===== config.mk =====
export PLATFORM = sky130hd
export DESIGN_NAME = g_arb4rr
export DESIGN_NICKNAME = d
export VERILOG_FILES = /design/src/rtl/g_arb_pkg.sv /design/src/rtl/g_rr_pick4.sv /design/src/rtl/g_arb4rr.sv
export SDC_FILE = /design/constraint.sdc
export NUM_CORES = 1
export LEC_CHECK = 0
export CORE_MARGIN = 2
export CORE_UTILIZATION = 50
export DETAILED_ROUTE_END_ITERATION = 8
export PLACE_DENSITY = 0.72
export SYNTH_ARGS = -nofsm -noshare
export SYNTH_HDL_FRONTEND = slang
export SYNTH_HIERARCHICAL = 1
export SYNTH_SLANG_ARGS = --single-unit

===== constraint.sdc =====
create_clock -name CK -period 3.5 [get_ports CK]
set_input_delay 0.525 -clock CK [delete_from_list [all_inputs] [get_ports CK]]
set_output_delay 0.525 -clock CK [all_outputs]
set_load 0.01 [all_outputs]

===== src/rtl/g_arb_pkg.sv =====
// Shared types and constants for the g_arb4rr round-robin arbiter.
// Optional feature macro used by this slice: G_ARB4_LOCK_EN.
package g_arb_pkg;

  localparam int NREQ = 4;
  localparam int IDW  = 2;

  typedef enum logic [1:0] {
    ST_IDLE  = 2'd0,
    ST_GRANT = 2'd1,
    ST_GAP   = 2'd2
  } state_e;

  // Width needed to hold 0..quantum, never narrower than one bit.
  function automatic int cnt_w(input int quantum);
    int w;
    w = 1;
    while ((1 << w) < (quantum + 1)) w++;
    return w;
  endfunction

endpackage


===== src/rtl/g_rr_pick4.sv =====
// Combinational round-robin picker: rotate requests so PTR sits in slot 0,
// take the first set slot, then add PTR back to get the absolute index.
module g_rr_pick4
  import g_arb_pkg::*;
(
  input  logic [NREQ-1:0] REQ,
  input  logic [IDW-1:0]  PTR,
  output logic [IDW-1:0]  PICK,
  output logic            ANY
);

  logic [2*NREQ-1:0] dbl;
  logic [NREQ-1:0]   rot;
  logic [NREQ-1:0]   sel;
  logic [IDW-1:0]    off;

  assign dbl = {REQ, REQ};
  assign rot = dbl[PTR +: NREQ];

  // Each slot wins only when every earlier slot is idle.
  assign sel[0] = rot[0];
  assign sel[1] = ~rot[0] & rot[1];
  assign sel[2] = ~rot[0] & ~rot[1] & rot[2];
  assign sel[3] = ~rot[0] & ~rot[1] & ~rot[2] & rot[3];

  assign off  = {sel[2] | sel[3], sel[1] | sel[3]};
  assign PICK = PTR + off;
  assign ANY  = |REQ;

endmodule


===== src/rtl/g_arb4rr.sv =====
// Four-requester round-robin arbiter with registered one-hot grant,
// one-cycle break-before-make gap and optional hold quantum.
// Define G_ARB4_LOCK_EN to add the LOCK input that suppresses preemption.
module g_arb4rr
  import g_arb_pkg::*;
#(
  parameter int unsigned QUANTUM    = 8,
  parameter int unsigned PRIO_RESET = 0
) (
  input  logic            CK,
  input  logic            CDN,
  input  logic            EN,
  input  logic [NREQ-1:0] REQ,
`ifdef G_ARB4_LOCK_EN
  input  logic            LOCK,
`endif
  output logic [NREQ-1:0] GNT,
  output logic            GV,
  output logic [IDW-1:0]  GID
);

  localparam int             CW      = cnt_w(int'(QUANTUM));
  localparam logic [CW-1:0]  QMAX    = CW'(QUANTUM);
  localparam logic [IDW-1:0] PTR_RST = IDW'(PRIO_RESET);

  state_e          state_q, state_d;
  logic [IDW-1:0]  ptr_q, ptr_d;
  logic [CW-1:0]   cnt_q, cnt_d;
  logic [NREQ-1:0] gnt_q, gnt_d;
  logic            gv_q, gv_d;
  logic [IDW-1:0]  gid_q, gid_d;

  logic [IDW-1:0]  pick;
  logic            any;
  logic [NREQ-1:0] owner_oh;
  logic            lock_on;
  logic            preempt;

  g_rr_pick4 u_pick (
    .REQ  (REQ),
    .PTR  (ptr_q),
    .PICK (pick),
    .ANY  (any)
  );

`ifdef G_ARB4_LOCK_EN
  assign lock_on = LOCK;
`else
  assign lock_on = 1'b0;
`endif

  assign owner_oh = NREQ'(1) << gid_q;
  assign preempt  = (QUANTUM != 0) && (cnt_q == QMAX) &&
                    (|(REQ & ~owner_oh)) && !lock_on;

  // Next-state logic: GAP arbitrates exactly like IDLE; release and
  // quantum expiry share one path, so a coincident drop is just a release.
  always_comb begin
    state_d = state_q;
    ptr_d   = ptr_q;
    cnt_d   = cnt_q;
    gnt_d   = gnt_q;
    gv_d    = gv_q;
    gid_d   = gid_q;
    case (state_q)
      ST_GRANT: begin
        if (!REQ[gid_q] || preempt) begin
          gnt_d   = '0;
          gv_d    = 1'b0;
          ptr_d   = gid_q + 2'd1;
          state_d = ST_GAP;
        end else if (cnt_q < QMAX) begin
          cnt_d = cnt_q + CW'(1);
        end
      end
      default: begin
        if (any) begin
          gnt_d   = NREQ'(1) << pick;
          gv_d    = 1'b1;
          gid_d   = pick;
          cnt_d   = CW'(1);
          state_d = ST_GRANT;
        end else begin
          gnt_d   = '0;
          gv_d    = 1'b0;
          state_d = ST_IDLE;
        end
      end
    endcase
  end

  // State and output registers; EN freezes everything, CDN clears at once.
  always_ff @(posedge CK or negedge CDN) begin
    if (!CDN) begin
      state_q <= ST_IDLE;
      ptr_q   <= PTR_RST;
      cnt_q   <= '0;
      gnt_q   <= '0;
      gv_q    <= 1'b0;
      gid_q   <= '0;
    end else if (EN) begin
      state_q <= state_d;
      ptr_q   <= ptr_d;
      cnt_q   <= cnt_d;
      gnt_q   <= gnt_d;
      gv_q    <= gv_d;
      gid_q   <= gid_d;
    end
  end

  assign GNT = gnt_q;
  assign GV  = gv_q;
  assign GID = gid_q;

endmodule

# After elaboration in Yosys (flattened, before gate mapping)

Index checks and enable logic that the tools add are counted.
W data, S select, Z words.

Bits in registers: 15
Input port bits: 7
Output and inout bits: 7
Logic and storage cells: 57

Add/sub/neg operators: 3
$lt $le $gt $ge: 2
Eq/ne operators: 5
Shifts and indexed selects: 3
Muxes and demuxes: 15
Bitwise operators: 13
Reduce and logical (&&, ||, !) cells: 10

Operators with widths:

| kind                  | number |
|---|---|
| $mux W4               | 7 |
| $reduce_or A4 Y1      | 2 |
| $shiftx A8 B3 Y4      | 1 |
| $shl A1 B2 Y4 const A | 2 |
| $ne A2 B2 Y1 const B  | 3 |
| $reduce_and A3 Y1     | 2 |
| $and A1 B1 Y1         | 5 |
| $mux W1               | 5 |
| $add A4 B1 Y4 const B | 1 |
| $and A4 B4 Y4         | 1 |
| $eq A4 B4 Y1 const B  | 1 |
| $lt A4 B4 Y1 const B  | 1 |
| $mux W2               | 2 |
| $not A1 Y1            | 4 |
| $not A4 Y4            | 1 |
| $reduce_and A4 Y1     | 1 |
| $lt A2 B3 Y1 const B  | 1 |
| $add A2 B1 Y2 const B | 1 |
| $add A2 B2 Y2         | 1 |
| $bmux W1 S2           | 1 |
| $eq A2 B1 Y1 const B  | 1 |
| $or A1 B1 Y1          | 2 |
| $reduce_and A2 Y1     | 1 |
| $reduce_bool A2 Y1    | 1 |
| 3 further kinds       | 3 |

# Depth between registers and ports, before layout

Gate-level depths: netlist of run 1.

Depth in word-level cells: 10
Depth in mapped cells: 10

# Cells and area by module

Netlist of run 1, hierarchy kept.

By module, submodules not included:

| module     | times used | cells each | area an instance (um^2) |
|---|---|---|---|
| g_arb4rr   | 1          | 70         | 804.5 |
| g_rr_pick4 | 1          | 28         | 190.2 |

# Worst setup path before layout of run 1

No wires, ideal clock.

Path kind: input to register
From: input REQ[2]
To: register gnt_q[0] (netlist: GNT[0])
Library setup time: 0.118 ns
Data arrival time: 1.889 ns
Required time: 3.382 ns
Slack: 1.492 ns
Stages on the path: 10
Buffers on the path: 1
Cell sequence: buf_2 nor2_1 nor3_1 a21oi_1 o211ai_1 ha_1 xnor2_1 xnor2_1 nor3_1 a21o_1

Cells in the longest elaborated chain, start to end: 10

Ends and longest elaborated chain:

| what                          | RTL line                                             | source |
|---|---|---|
| from (decl)                   | g_arb4rr.sv:13                                       | `input logic [NREQ-1:0] REQ,` |
| $shiftx A8 B3 Y4 *            | g_rr_pick4.sv:18                                     | `assign rot = dbl[PTR +: NREQ];` |
| $not A1 Y1 (on tied branches) | g_rr_pick4.sv:22, g_rr_pick4.sv:23, g_rr_pick4.sv:24 |  |
| $and A1 B1 Y1                 | g_rr_pick4.sv:23, g_rr_pick4.sv:24                   |  |
| $and A1 B1 Y1 (2 in a row)    | g_rr_pick4.sv:24                                     | `assign sel[3] = ~rot[0] & ~rot[1] & ~rot[2] & rot[3];` |
| $or A1 B1 Y1                  | g_rr_pick4.sv:26                                     | `assign off = {sel[2] \| sel[3], sel[1] \| sel[3]};` |
| $add A2 B2 Y2 *               | g_rr_pick4.sv:27                                     | `assign PICK = PTR + off;` |
| via pick[1]                   | g_arb4rr.sv:33                                       | `logic [IDW-1:0] pick;` |
| $shl A1 B2 Y4 *               | g_arb4rr.sv:78                                       | `gnt_d = NREQ'(1) << pick;` |
| $mux W4 *                     | g_arb4rr.sv:77                                       | `if (any) begin` |
| $mux W4 *                     | g_arb4rr.sv:65                                       | `case (state_q)` |
| to (signal assigned)          | g_arb4rr.sv:105                                      | `gnt_q <= gnt_d;` |
| to (decl)                     | g_arb4rr.sv:29                                       | `logic [NREQ-1:0] gnt_q, gnt_d;` |

The timed path passes the listed nets; every way through them passes the cells marked *. The select of a mux whose other input is x is not followed.
A chain may end at the register's enable or synchronous reset.

# Worst setup path in the final report of run 1

Ends and elaborated chain as after synthesis.

==> results.sh, run 1 <==
export IMPL_power_switching_w=0.0003951
export IMPL_vias=802
export IMPL_detail_route_iter0_violations=24
export IMPL_timing_hold_violations_final=0
export IMPL_drt_vias_per_instance=5.729
export IMPL_detailedRoute_firstPassIterationCount=4
export IMPL_clk_insertion_delay_late_ns=0.30
export IMPL_kind_of_end_point_of_the_critical_path="flip-flop"
export IMPL_ctsRootBufferMaster="clkbuf_4"
export IMPL_die_y_um=48.60
export IMPL_grtUsageTotal_pct=20.57
export IMPL_tritoncts_clock_tree="built"
export IMPL_wp_data_required_ns=3.69
export IMPL_synth_adder_area_share_pct=8.805
export IMPL_grt_antenna_before_repair=0
export IMPL_pwr_share_comb_pct=52.0
export IMPL_routedWlPerCell_um=14.74
export IMPL_wirelength_um=2064
export IMPL_fp_coreArea_um2=1922
export IMPL_place_hpwl_um=1485
export IMPL_detail_route_antenna_nets=0
export IMPL_run_status="completed"
export IMPL_critical_path_class="input port to flip-flop"
export IMPL_remaining_drc_errors=0
export IMPL_critical_path_peak_fanout=10
export IMPL_layout_min_cycle_time_ns=2.412
export IMPL_synth_area_in_simple_gates_pct=19.62
export IMPL_row_count=16
export IMPL_syn_nets=112
export IMPL_clock_tree_htree_level_count=1
export IMPL_clock_sinks=14
export IMPL_relSlewSlack_pct=56.34
export IMPL_die_width_um=48.60
export IMPL_post_synth_xor_area_fraction_pct=1.761
export IMPL_setup_viol_count_final=0
export IMPL_data_arrival_critical_path_ns=2.60
export IMPL_synthesis_yosys_warnings=6
export IMPL_synth_cell_area_um2=994.7
export IMPL_vdd_ir_drop_max_mv=0.5349
export IMPL_placedCellCount=136
export IMPL_design_final_nets=128
export IMPL_synth_top_family_by_area="compound AO/OA/AOI/OAI gates"
export IMPL_clock_tree_buffer_depth=2
export IMPL_reg2reg_from="ptr_q[0]"
export IMPL_period_share_pct=68.92
export IMPL_cts_reportedPaths_clkPinSlew_ns=0.09
export IMPL_worstHoldPathType="flip-flop to flip-flop"
export IMPL_finish_utilization_pct=61.33
export IMPL_chain_of_cells_forming_the_critical_path="clkdlybuf4s50_1 -> nor2_1 -> nor3_1 -> a21oi_1 -> o211ai_1 -> ha_1 -> xnor2_1 -> xnor2_1 -> nor3_1 -> a21o_1"
export IMPL_finalNonFillerCells=140
export IMPL_post_route_cells_drive_above_1_share_pct=15.04
export IMPL_cts_setup_buffers=0
export IMPL_clock_power_share_pct=13.3
export IMPL_synthMuxAreaShare_pct=8.679
export IMPL_globalRouteOverflowTotal=0
export IMPL_pre_cts_ws_ns=0.7942
export IMPL_floorplan_initialDensity_pct=51.76
export IMPL_max_cap_violations=0
export IMPL_synth_seq_cells=14
export IMPL_sw_frac_of_total_pct=42.25
export IMPL_post_synth_edffs=0
export IMPL_synth_yosys_seq_area_share_pct=35.22
export IMPL_cp_slowest_cell="clkdlybuf4s50_1"
export IMPL_timing_hold_worst_path_depth=1
export IMPL_worst_r2r_setup_slack_ns=1.47
export IMPL_layout_setup_ws_ns=1.088
export IMPL_power_leakage_nw=0.5198
export IMPL_syn_to_final_growth_pct=18.49
export IMPL_synth_area_leaders="dfrtp_1, ha_1, nand2_1"
export IMPL_ys_async_sr_fraction_pct=100.0
export IMPL_power_per_cell_area_nw_per_um2=793.5
export IMPL_synth_compound_area_share_pct=21.64
export IMPL_worst_r2r_endpoint="GNT[0]"
export IMPL_timing_hold_worst_start="GNT[1]"
export IMPL_drv_slew=0
export IMPL_internal_power_w=0.0005401
export IMPL_fin_skew_ns=0.004829
export IMPL_worstMarginPinSlew_ns=0.6529
export IMPL_maxClockFrequency_mhz=414.6
export IMPL_final_setup_tns_ns=0
export IMPL_yosysUniqueCellTypes=44
export IMPL_cts_hold_buffers_added=0
export IMPL_synthDominantAreaCellType="dfrtp_1"
export IMPL_grt_first_pass_wirelength_um=3760
export IMPL_cts_repair_resized=0
export IMPL_critPathMaxStageDelay_ns=0.57
export IMPL_mostFrequentLayoutCell="dfrtp_1"
export IMPL_syn_avg_cell_area_um2=10.15
export IMPL_cts_made_buffers=3
export IMPL_startpoint_type="input port"
export IMPL_depth_of_the_worst_register_to_register_path=8
export IMPL_timing_hold_worst_endpoint="GNT[1]"
export IMPL_port_buffers=13
export IMPL_layout_cells_most_common_list="dfrtp_1, clkdlybuf4s50_1, nand2_1, inv_1, ha_1"
export IMPL_power_share_sequential_pct=34.7
export IMPL_first_global_vias=835
export IMPL_syn_inst=98
export IMPL_io_pin_count=14
export IMPL_yosys_area_top_type_share_pct=35.22
export IMPL_antenna_cells=0
export IMPL_gp_routability_congestion=0.7772
export IMPL_synth_flop_cell="dfrtp_1"
export IMPL_maximum_number_of_pins_on_one_net_before_global_route_repair=15
export IMPL_grt_setup_unrepaired="false"
export IMPL_fp_dieArea_um2=2362
==> through the flow <==
| stage | instance area, um2 | power, W | hold slack [ns] |
|---|---|---|---|
| finish | 1179 | 0.0009352 | 0.5019 |
| global route | 1179 | 0.001019 | 0.5290 |
| CTS | 1179 | 0.0009369 | 0.5067 |
| detailed placement | 1142 | 0.0008121 | 0.4769 |
| global placement | 1142 | 0.0007915 | 0.4752 |
| floorplan | 994.7 | 0.0006577 | 0.2294 |
==> state kept, by name, indices dropped and copies added (netlist names) <==
register and cells:
GNT 4, ptr_q 2, state_q 2, cnt_q 4, GID 2
==> cells by family after synthesis <==
kind of cell,after synthesis
and+or+nand+nor,35
AOI/OAI and AO/OA,24
DFF,14
buffers and inverters,9
muxes,7
adders and majority gates,7
xor gates and xnor gates,2
==> worst max-delay path, delay by kind of cell <==
kind | cells | cell delay [ns]
AND/OR/NAND/NOR | 3 | 0.38
buffers and inverters | 1 | 0.57
adder cells (fa/ha/maj) | 1 | 0.20
AO/OA/AOI/OAI | 3 | 0.42
XOR/XNOR | 2 | 0.51
==> layer usage <==
layer / share of wire [%] / global-route usage [%] / vias to the layer above
met3: 5.8 / 4.012 / 5
met1: 44 / 26.71 / 382
met5: 0 / 0 / -
met4: 1.9 / 9.048 / 0
met2: 48 / 33.33 / 26
li1: - / - / 389
==> layout make-up <==
type	instances	area [um2]
fill	169	743.2
clock buffer	4	36.28
multi-input combinational	75	601.8
inverter	7	26.28
timing repair buffer	13	130.1
sequential	14	350.3
tap	27	33.78
==> Yosys cell counts, types with 2 or more instances <==
library cell,number
a21oi_1,4
dfrtp_1,14
ha_1,7
inv_1,7
mux2_1,2
mux2i_1,3
nand2_1,10
nand2b_1,4
nand3_1,3
nor2_1,4
nor2b_2,2
nor3_1,3
o21ai_0,3
xnor2_1,2
==> worst max-delay path by stage <==
stage,startpoint,end,slack (ns)
2_1_floorplan,REQ[2],GNT[0],1.49
3_3_place_gp,REQ[2],GNT[0],0.91
3_5_place_dp,REQ[2],GNT[0],0.79
4_1_cts,REQ[2],GNT[0],1.10
5_1_grt,REQ[1],GNT[0],0.83
6_report,REQ[2],GNT[0],1.09
==> power by group through the flow <==
| stage | clock network, W | registers [W] | logic, W |
|---|---|---|---|
| 4_1_cts | 0.000120 | 0.000324 | 0.000492 |
| 3_5_place_dp | 0 | 0.000327 | 0.000486 |
| 5_1_grt | 0.000129 | 0.000340 | 0.000550 |
| 6_report | 0.000125 | 0.000324 | 0.000486 |
| 2_1_floorplan | 0 | 0.000314 | 0.000344 |
| 3_3_place_gp | 0 | 0.000324 | 0.000468 |
Power figures use the tool's default switching activity.
==> inputs of run 2 (changes only) <==
==> constraint.sdc (replaced) <==
create_clock -name CK -period 2.5 [get_ports CK]
set_input_delay 0.375 -clock CK [delete_from_list [all_inputs] [get_ports CK]]
set_output_delay 0.375 -clock CK [all_outputs]
set_load 0.01 [all_outputs]
==> results.sh, run 2 (synthesis results as in run 1) <==
export IMPL_run_status="completed"
export IMPL_depth_of_the_worst_register_to_register_path=8
export IMPL_grt_first_pass_wirelength_um=3581
export IMPL_finalNonFillerCells=141
export IMPL_wp_data_required_ns=2.68
export IMPL_ctsRootBufferMaster="clkbuf_4"
export IMPL_worstHoldPathType="input port to async pin"
export IMPL_fp_dieArea_um2=2362
export IMPL_cts_reportedPaths_clkPinSlew_ns=0.09
export IMPL_mostFrequentLayoutCell="dfrtp_1"
export IMPL_cts_hold_buffers_added=0
export IMPL_period_share_pct=88.85
export IMPL_layout_cells_most_common_list="dfrtp_1, clkdlybuf4s50_1, nand2_1, inv_1, ha_1"
export IMPL_detail_route_iter0_violations=10
export IMPL_gp_routability_congestion=0.7872
export IMPL_first_global_vias=785
export IMPL_worst_r2r_setup_slack_ns=0.50
export IMPL_worst_r2r_endpoint="GNT[0]"
export IMPL_fin_skew_ns=0.008975
export IMPL_clock_sinks=14
export IMPL_maximum_number_of_pins_on_one_net_before_global_route_repair=15
export IMPL_max_cap_violations=0
export IMPL_die_y_um=48.60
export IMPL_clk_insertion_delay_late_ns=0.29
export IMPL_syn_to_final_growth_pct=19.25
export IMPL_pre_cts_ws_ns=0.007434
export IMPL_detail_route_antenna_nets=0
export IMPL_power_per_cell_area_nw_per_um2=1087
export IMPL_critPathMaxStageDelay_ns=0.54
export IMPL_kind_of_end_point_of_the_critical_path="flip-flop"
export IMPL_data_arrival_critical_path_ns=2.40
export IMPL_detailedRoute_firstPassIterationCount=4
export IMPL_worstSetupEndpoint="GNT[0]"
export IMPL_routedWlPerCell_um=13.55
export IMPL_power_leakage_nw=0.5246
export IMPL_remaining_drc_errors=0
export IMPL_layout_setup_ws_ns=0.2788
export IMPL_maxClockFrequency_mhz=450.2
export IMPL_cp_slowest_cell="clkdlybuf4s50_1"
export IMPL_grt_setup_unrepaired="false"
export IMPL_post_route_cells_drive_above_1_share_pct=15.79
export IMPL_vdd_ir_drop_max_mv=0.6215
export IMPL_vias=772
export IMPL_wirelength_um=1911
export IMPL_io_pin_count=14
export IMPL_critical_path_peak_fanout=8
export IMPL_drv_slew=0
export IMPL_cts_made_buffers=3
export IMPL_relSlewSlack_pct=57.02
export IMPL_globalRouteOverflowTotal=0
export IMPL_tritoncts_clock_tree="built"
export IMPL_worstMarginPinSlew_ns=0.6427
export IMPL_placedCellCount=137
export IMPL_startpoint_type="input port"
export IMPL_start_point_of_the_critical_path="REQ[0]"
export IMPL_floorplan_initialDensity_pct=51.76
export IMPL_setup_viol_count_final=0
export IMPL_fin_worst_hold_slack_ns=0.4709
export IMPL_grtUsageTotal_pct=19.39
export IMPL_antenna_cells=0
export IMPL_critical_path_class="input port to flip-flop"
export IMPL_clock_tree_htree_level_count=1
export IMPL_place_hpwl_um=1381
export IMPL_port_buffers=13
export IMPL_fp_coreArea_um2=1922
export IMPL_die_width_um=48.60
export IMPL_clock_tree_buffer_depth=2
export IMPL_reg2reg_from="ptr_q[0]"
export IMPL_design_final_nets=129
export IMPL_cts_repair_resized=0
export IMPL_drt_vias_per_instance=5.475
export IMPL_layout_min_cycle_time_ns=2.221
export IMPL_timing_hold_violations_final=0
export IMPL_final_setup_tns_ns=0
export IMPL_cts_setup_buffers=0
export IMPL_finish_utilization_pct=61.72
export IMPL_row_count=16
export IMPL_chain_of_cells_forming_the_critical_path="clkdlybuf4s50_1 -> nor2_1 -> nor3_1 -> a21oi_1 -> o211ai_1 -> ha_1 -> xnor2_1 -> xnor2_1 -> nor3_1 -> a21o_1"
export IMPL_grt_antenna_before_repair=0
[run 2: changes by cell type in the layout (fill, tap and decap cells not counted)]
cell	previous run	this run
buf_4	0	1
[run 2: layer usage]
metal / wire (um) / GRT usage [%] / up-vias
met5: 0 / 0 / -
met4: 37 / 8.571 / 0
met3: 100 / 3.704 / 5
met2: 838 / 31.05 / 21
met1: 935 / 25.55 / 353
li1: - / - / 393
[run 2: report_power, final]
part	leakage (nW)	switching, W	internal [W]
Sequential	0.175	0.000126	0.000326
Combinational	0.328	0.000328	0.000343
Clock	0.0210	0.0000786	0.0000888
[run 2: worst min-delay path by stage]
| stage | endpoint | cells after the start |
|---|---|---|
| global route | GNT[0] | 1 |
| finish | cnt_q[1] | 1 |
| detailed placement | GNT[0] | 1 |
| global placement | GNT[0] | 1 |
| CTS | cnt_q[0] | 1 |
| floorplan | GID[0] | 0 |
[run 2: final cells by class]
type                       count  area, um2
fill                         174      735.7
multi-input combinational     75      601.8
sequential                    14      350.3
timing repair buffer          14      137.6
clock buffer                   4      36.28
tap                           27      33.78
inverter                       7      26.28
[run 2: metrics by stage]
step                total power, W  cell area [um2]
floorplan                0.0009208            994.7
global placement          0.001108             1150
detailed placement        0.001121             1150
CTS                       0.001298             1186
global route              0.001413             1186
finish                    0.001289             1186
[run 2: worst max-delay path, delay by kind of cell]
kind,cells,cell delay [ns]
adders and majority gates,1,0.21
xor gates and xnor gates,2,0.48
and+or+nand+nor,3,0.36
AOI/OAI and AO/OA,3,0.43
buffers and inverters,1,0.54
